$ cat config.mk
export PLATFORM = sky130hd
export DESIGN_NAME = display_timing
export DESIGN_NICKNAME = d
export VERILOG_FILES = /design/src/rtl/display_timing_pkg.sv /design/src/rtl/display_timing_delay.sv /design/src/rtl/display_timing.sv
export SDC_FILE = /design/constraint.sdc
export NUM_CORES = 1
export LEC_CHECK = 0
export ABC_AREA = 1
export CORE_ASPECT_RATIO = 1.4
export CORE_MARGIN = 2
export CORE_UTILIZATION = 47
export DETAILED_ROUTE_END_ITERATION = 8
export HOLD_SLACK_MARGIN = 0.1
export PLACE_DENSITY = 0.75
export SLEW_MARGIN = 20
export SYNTH_ARGS = -nofsm -noshare
export SYNTH_HDL_FRONTEND = slang
export SYNTH_SLANG_ARGS = --single-unit
$ cat constraint.sdc
create_clock -name aClock -period 1.35 [get_ports aClock]
set_clock_uncertainty 0.05 [all_clocks]
set_input_delay 0.27 -clock aClock [delete_from_list [all_inputs] [get_ports aClock]]
set_output_delay 0.27 -clock aClock [all_outputs]
set_load 0.01 [all_outputs]
$ cat src/rtl/display_timing_pkg.sv
// Shared VGA 640x480 timing constants and the sync/DE bundle passed to the shaper
// and output stages.
package display_timing_pkg;

  localparam int VGA_H_ACTIVE = 640;
  localparam int VGA_H_FRONT  = 16;
  localparam int VGA_H_SYNC   = 96;
  localparam int VGA_H_BACK   = 48;
  localparam int VGA_V_ACTIVE = 480;
  localparam int VGA_V_FRONT  = 10;
  localparam int VGA_V_SYNC   = 2;
  localparam int VGA_V_BACK   = 33;

  localparam int VGA_H_TOTAL = VGA_H_ACTIVE + VGA_H_FRONT + VGA_H_SYNC + VGA_H_BACK;
  localparam int VGA_V_TOTAL = VGA_V_ACTIVE + VGA_V_FRONT + VGA_V_SYNC + VGA_V_BACK;

  // Counter width is sized for the larger of the two totals.
  localparam int COUNT_W = $clog2((VGA_H_TOTAL > VGA_V_TOTAL) ? VGA_H_TOTAL : VGA_V_TOTAL);

  typedef struct packed {
    logic hsync;
    logic vsync;
    logic de;
  } sync_t;

endpackage

$ cat src/rtl/display_timing_delay.sv
// Enable-gated shift register; every stage resets asynchronously to RESET_VALUE.
module sync_delay_line #(
  parameter int               WIDTH       = 3,
  parameter int               DEPTH       = 2,
  parameter logic [WIDTH-1:0] RESET_VALUE = '0
) (
  input  logic             clock,
  input  logic             reset,
  input  logic             enable,
  input  logic [WIDTH-1:0] dataIn,
  output logic [WIDTH-1:0] dataOut
);

  logic [WIDTH-1:0] stages [DEPTH];

  always_ff @(posedge clock or posedge reset) begin
    if (reset) begin
      for (int i = 0; i < DEPTH; i++) begin
        stages[i] <= RESET_VALUE;
      end
    end else if (enable) begin
      stages[0] <= dataIn;
      for (int i = 1; i < DEPTH; i++) begin
        stages[i] <= stages[i-1];
      end
    end
  end

  assign dataOut = stages[DEPTH-1];

endmodule

$ cat src/rtl/display_timing.sv
// Raster timing generator: walks the h/v counters, decodes coordinates and
// produces sync/DE delayed to line up with the shaper's fetch latency.
module display_timing
  import display_timing_pkg::*;
#(
  parameter int H_ACTIVE   = VGA_H_ACTIVE,
  parameter int H_FRONT    = VGA_H_FRONT,
  parameter int H_SYNC     = VGA_H_SYNC,
  parameter int H_BACK     = VGA_H_BACK,
  parameter int V_ACTIVE   = VGA_V_ACTIVE,
  parameter int V_FRONT    = VGA_V_FRONT,
  parameter int V_SYNC     = VGA_V_SYNC,
  parameter int V_BACK     = VGA_V_BACK,
  parameter bit SYNC_POL   = 1'b0,
  parameter int PIPE_DELAY = 2
) (
  input  logic               aClock,
  input  logic               aReset,
  input  logic               aEnable,
  output logic [COUNT_W-1:0] anOutX,
  output logic [COUNT_W-1:0] anOutY,
  output logic               anOutActive,
  output logic               anOutLineStart,
  output logic               anOutFrameStart,
  output logic               anOutHSync,
  output logic               anOutVSync,
  output logic               anOutDataEnable
);

  localparam int H_TOTAL = H_ACTIVE + H_FRONT + H_SYNC + H_BACK;
  localparam int V_TOTAL = V_ACTIVE + V_FRONT + V_SYNC + V_BACK;

  if (H_TOTAL > 1024 || V_TOTAL > 1024 || PIPE_DELAY < 1 || PIPE_DELAY > 8) begin : gParamCheck
    $error("display_timing: totals must be <= 1024 and PIPE_DELAY within 1..8");
  end

  localparam logic [COUNT_W-1:0] H_LAST     = COUNT_W'(H_TOTAL - 1);
  localparam logic [COUNT_W-1:0] V_LAST     = COUNT_W'(V_TOTAL - 1);
  localparam logic [COUNT_W-1:0] H_VISIBLE  = COUNT_W'(H_ACTIVE);
  localparam logic [COUNT_W-1:0] V_VISIBLE  = COUNT_W'(V_ACTIVE);
  localparam logic [COUNT_W-1:0] HS_FIRST   = COUNT_W'(H_ACTIVE + H_FRONT);
  localparam logic [COUNT_W-1:0] HS_LAST    = COUNT_W'(H_ACTIVE + H_FRONT + H_SYNC - 1);
  localparam logic [COUNT_W-1:0] VS_FIRST   = COUNT_W'(V_ACTIVE + V_FRONT);
  localparam logic [COUNT_W-1:0] VS_LAST    = COUNT_W'(V_ACTIVE + V_FRONT + V_SYNC - 1);
  localparam sync_t              SYNC_IDLE  = '{hsync: !SYNC_POL, vsync: !SYNC_POL, de: 1'b0};

  logic [COUNT_W-1:0] hCount;
  logic [COUNT_W-1:0] vCount;
  logic               active;
  logic               hsRaw;
  logic               vsRaw;
  sync_t              rawSync;
  sync_t              delayedSync;

  always_ff @(posedge aClock or posedge aReset) begin
    if (aReset) begin
      hCount <= '0;
      vCount <= '0;
    end else if (aEnable) begin
      if (hCount == H_LAST) begin
        hCount <= '0;
        vCount <= (vCount == V_LAST) ? '0 : vCount + 1'b1;
      end else begin
        hCount <= hCount + 1'b1;
      end
    end
  end

  assign active = (hCount < H_VISIBLE) && (vCount < V_VISIBLE);
  assign hsRaw  = (hCount >= HS_FIRST) && (hCount <= HS_LAST);
  assign vsRaw  = (vCount >= VS_FIRST) && (vCount <= VS_LAST);

  // Blanking coordinates are forced to 0 so shaper addresses stay in range.
  assign anOutX          = active ? hCount : '0;
  assign anOutY          = active ? vCount : '0;
  assign anOutActive     = active;
  assign anOutLineStart  = (hCount == '0);
  assign anOutFrameStart = (hCount == '0) && (vCount == '0);

  // Polarity is applied on entry so every stage holds the pin level directly.
  assign rawSync.hsync = hsRaw ~^ SYNC_POL;
  assign rawSync.vsync = vsRaw ~^ SYNC_POL;
  assign rawSync.de    = active;

  sync_delay_line #(
    .WIDTH      ($bits(sync_t)),
    .DEPTH      (PIPE_DELAY),
    .RESET_VALUE(SYNC_IDLE)
  ) uDelay (
    .clock  (aClock),
    .reset  (aReset),
    .enable (aEnable),
    .dataIn (rawSync),
    .dataOut(delayedSync)
  );

  assign anOutHSync      = delayedSync.hsync;
  assign anOutVSync      = delayedSync.vsync;
  assign anOutDataEnable = delayedSync.de;

endmodule

* Word level (Yosys, flattened, before mapping)
Cells that the tools add are included.
Storage, ports and cells: flip-flop bits (word level) 26, bits of input ports 3, output and inout bits 26
Cells by class: add/subtract/negate cells 2, $lt $le $gt $ge 6, eq/ne operators 2, muxes and demuxes 4, bitwise gates (word level) 2, reduce and logical (&&, ||, !) cells 7
Operator list (number):
- two-way mux 10 bit | 4
- adder 10 x 1 -> 10 bit (second input constant) | 2
- == test 10 bit (second input constant) | 2
- logical NOT 10 bit | 2
- greater-or-equal comparator 10 bit (second input constant) | 1
- greater-or-equal comparator 10 x 9 -> 1 bit (second input constant) | 1
- less-or-equal comparator 10 bit (second input constant) | 1
- less-or-equal comparator 10 x 9 -> 1 bit (second input constant) | 1
- less-than comparator 10 bit (second input constant) | 1
- less-than comparator 10 x 9 -> 1 bit (second input constant) | 1
- logical AND 1 bit | 4
- inverter 1 bit | 2
- AND reduction 2 bit | 1

* Logic depth before layout (Yosys ltp)
depth in word-level cells 3, mapped depth 8

* Modules after synthesis
From an unflattened synthesis, not the netlist that was laid out.
Second synthesis, totals: cells, all modules 218, area total of the unflattened synthesis 1616.6 um^2
Modules (own cells, without submodules):
- display_timing | times used 1, cells an instance 189, area an instance 1363.8 um^2
- sync_delay_line | times used 1, cells an instance 29, area an instance 252.7 um^2

* Worst setup path before layout
No wires, ideal clock.
path type register to output, start point register hCount[7], end point output anOutFrameStart, arrival 1.179 ns, path slack -0.149 ns, cell stages (with the launch flop) 5, cell sequence dfrtp_1 -> nor2_1 -> nand4_1 -> nor2_1 -> and3_1
On the way: word-level cells in the longest chain between the ends 2
Ends and longest elaborated chain:
- start, declared | RTL line display_timing.sv:47 | logic [COUNT_W-1:0] hCount;
- start signal, assigned | RTL line display_timing.sv:64 | hCount <= hCount + 1'b1;
- logical NOT 10 bit
- named net anOutLineStart | RTL line display_timing.sv:23 | output logic anOutLineStart,
- logical AND 1 bit | RTL line display_timing.sv:78 | assign anOutFrameStart = (hCount == '0) && (vCount == '0);
- end, declared | RTL line display_timing.sv:24 | output logic anOutFrameStart,
The timed path passes the listed nets, and every way through them passes these cells.

* Final worst setup path
start point register hCount[6], end point output anOutFrameStart
On the way: word-level cells in the longest chain between the ends 2
Ends and longest elaborated chain (RTL line):
- logical NOT 10 bit | display_timing.sv:78
- logical AND 1 bit | display_timing.sv:78
No other way between the ends.

==> summary.md <==
| Metric | Value |
|---|---|
| Status | finished with violations |
| Failing checks | negative setup slack |
| Average wire per standard cell | slightly above 20 um |
| Syn nets | roughly 230 |
| Sw Share | 40.0% |
| Layout cells sized above 1 | about three fifths |
| First-pass GRT wire length | around 10 mm |
| Initial antenna violation count | 0 |
| Synth Register Bits | 26 |
| Clock share of power | between 10% and 20% |
| Starting density of the core | approximately half |
| Vias in the first global route | 2196 |
| Hold Path Class | in2async |
| Synth Warn # | 0 |
| Post-synth top area share | about a third |
| Num CTS Buffers | 3 |
| Post-synthesis mux area share | 0% |
| Clk buf depth | 2 |
| Setup ws final | -667 ps |
| Antenna cells | 0 |
| Crit-path slowest cell | dfrtp_1 |
| Critical Path Fanout Max | 2 |
| Drt total wl | 7.73 mm |
| Finished Core Util | between 90% and 100% |
| Internal | approximately 2.3 mW |
| Die Y | 73.6 um |
| Post-synth top area cell | dfrtp_1 |
| Synth Area in XOR/XNOR | under 10% |
| Std cell rows | 25 |
| Worst path cell trace | nor2_2 -> nand4_1 -> nor2_4 -> buf_6 -> and3_4 -> buf_6 |
| Vias per cell | approximately 5.8 |
| Final Net Count | about 340 |
| Pre-CTS setup slack | -560 ps |
| Hold buffer count at CTS | 0 |
| Mapped Area | 1630 um2 |
| Critical path class | reg2out |
| DIE WIDTH | about 54 um |
| Syn_area_per_cell | 7.16 um2 |
| Final period util | 149% |
| Syn Inst Count | between 200 and 250 |
| Minimum clock period | about 2000 ps |
| Post-synthesis sequential area ratio | 40.3% |
| Initial DRC count | around 130 |
| Type of destination of the critical path | primary output |
| Pwr per Cell Area | 1200 nW/um2 |
| Synth cell count leaders | nand2_1, nor2_1, inv_1 |
| ANT nets after route | 0 |
| Post-synth cell types | 26 |
| Synth-to-Final Area Change | 91.8% |
| Port Buffers | 27 |
| Fill cell count | about 120 |
| Largest net degree at the start of global routing | 17 |
| Ys async rst share | 100% |
| Sequential Power Share | between 20% and 30% |
| CP most frequent cell | buf_6 |
| Drt drc | 0 |
| Compound-Gate Fraction of Synth Area | 6.39% |
| Final instance area | approximately 3100 um2 |
| TNS Setup | -16370 ps |
| Slew Viols, Final | 0 |
| CP Launch Type | register |
| WP data arrival | between 1500 and 2000 ps |
| RSZ-0062 raised after global routing | true |
| CP peak stage delay | about 420 ps |
| H-Tree Depth | 1 |
| Root buf cell | clkbuf_8 |
| Simple-gate share of the synthesized area | 36.3% |
| Psw | ~1.5 mW |
| Combinational fraction of design power | between 50% and 60% |
| Clock-pin slew on the worst setup and hold paths | around 100 ps |
| Maximum clock rate | approximately 500 MHz |
| DRT Pass-1 Iters | 4 |
| Number of synthesized flops with an enable pin | 0 |
| CTS tree | done |
| Via Count | between 2000 and 2500 |
| Core area | 3350 um2 |
| Most frequent cell after synthesis | nand2_1 |
| Top FF cell, synth | dfrtp_1 |
| Largest family of logic cells by synthesized area | simple AND/OR/NAND/NOR gates |
| Gr ovfl total | 0 |
| Placed Instance Area | between 2000 and 3000 um2 |
| Maximum vdd drop | between 1 and 1.5 mV |
| GPL Wtd Cong | about 0.9 |
| Final Hold Viols | 0 |
| Top post-synthesis cells by area | dfrtp_1, nand2_1, nor2_1 |
| Critical Path RT | roughly 1000 ps |
| Adder-cell share of the synthesized area | about 3.1% |
| Overall Global Routing Usage | ~34% |
| Leakage Power | between 1.5 and 2 nW |
| Hold WS | between 200 and 300 ps |
| Clk_lat worst skew | approximately 280 ps |
| Final setup fails | 44 |
| Top-Level Pins | 29 |
| Detail Placement HPWL | 3.68 mm |
| Max Cap Violations | 0 |
| CTS Sinks | 26 |
| Die area | around 4000 um2 |
[critical path, delay by kind of cell, from the launching register on]
kind          cells  cell delay, ps
simple gates      4             790
flops             1             420
buf+inv           2             210
[cells by family after synthesis]
logic type | Yosys count
compound gates | 20
xor+xnor | 7
fa+ha+maj | 4
buf+inv | 39
flops | 26
other cells | 1
simple gates | 130
[cells in the final DEF (no fill, tap or decap), types with 3 or more instances in the layout]
cell / instances
clkbuf_8: 4
dfstp_2: 4
buf_6: 44
inv_1: 19
nand3_1: 10
nand3_2: 9
nor2_4: 29
dfrtp_1: 22
o21ai_2: 6
nor3_2: 3
xor2_1: 6
o21ai_1: 8
o21ai_0: 4
nor3_1: 5
nand2_2: 9
nor2_2: 4
nand2_1: 40
nor2_1: 9
buf_4: 59
inv_4: 3
nand4_1: 7
inv_2: 10
[path summary, 6_finish.rpt]
kind / cells after the start / slack (ps) / to / from
max in group asynchronous: 3 / 760 / hCount[8] / aReset
max reg2reg: 10 / -420 / vCount[1] / hCount[0]
min reg2reg: 2 / 430 / uDelay.stages[4] / uDelay.stages[4]
max: 6 / -670 / anOutFrameStart / hCount[6]
min in group aClock: 2 / 430 / uDelay.stages[4] / uDelay.stages[4]
min: 3 / 260 / uDelay.dataOut[0] / aReset
[state kept, by name, summed over array words and instances, names as in the netlist]
signal / flops
hCount: 10
uDelay.dataOut: 3
uDelay.stages: 3
vCount: 10
[through the flow]
| step | std cells | power [mW] |
|---|---|---|
| floorplan | 227 | 1.77 |
| global placement | 348 | 2.51 |
| detailed placement | 348 | 2.57 |
| CTS | 368 | 3.24 |
| global route | 375 | 3.88 |
| finish | 375 | 3.75 |
[layer usage]
layer  vias up  track usage [%]  part of all wire, %
li1        935                -                    -
met1      1042             33.1                   34
met2       131             62.2                   53
met3        63             6.10                  5.7
met4         0             23.6                  7.4
met5         -                0                    0
[power by group through the flow]
stage                     Clock (mW)  Sequential [mW]  Combinational [mW]
final                          0.530             1.01                2.21
after global routing           0.547             1.02                2.31
after CTS                      0.511            0.985                1.74
after detailed placement           0            0.997                1.57
after global placement             0            0.991                1.52
after floorplan                    0             1.07               0.702
[final cells by class]
class	instances	area (um2)	share of cell area, %
clock buffers	4	55.1	1.77
inverters	32	128	4.09
multi-input cells	162	1190	38.0
flip-flops and latches	26	656	21.0
well taps	40	50.0	1.61
repair buffers	111	1040	33.5
[timing repair]
item	4_1_cts	5_1_grt
gates resized for setup	157	59
gates cloned	1	0
setup endpoints to repair	44	42
pin swaps	11	19
buffers inserted	21	10
Power figures use the tool's default switching activity.
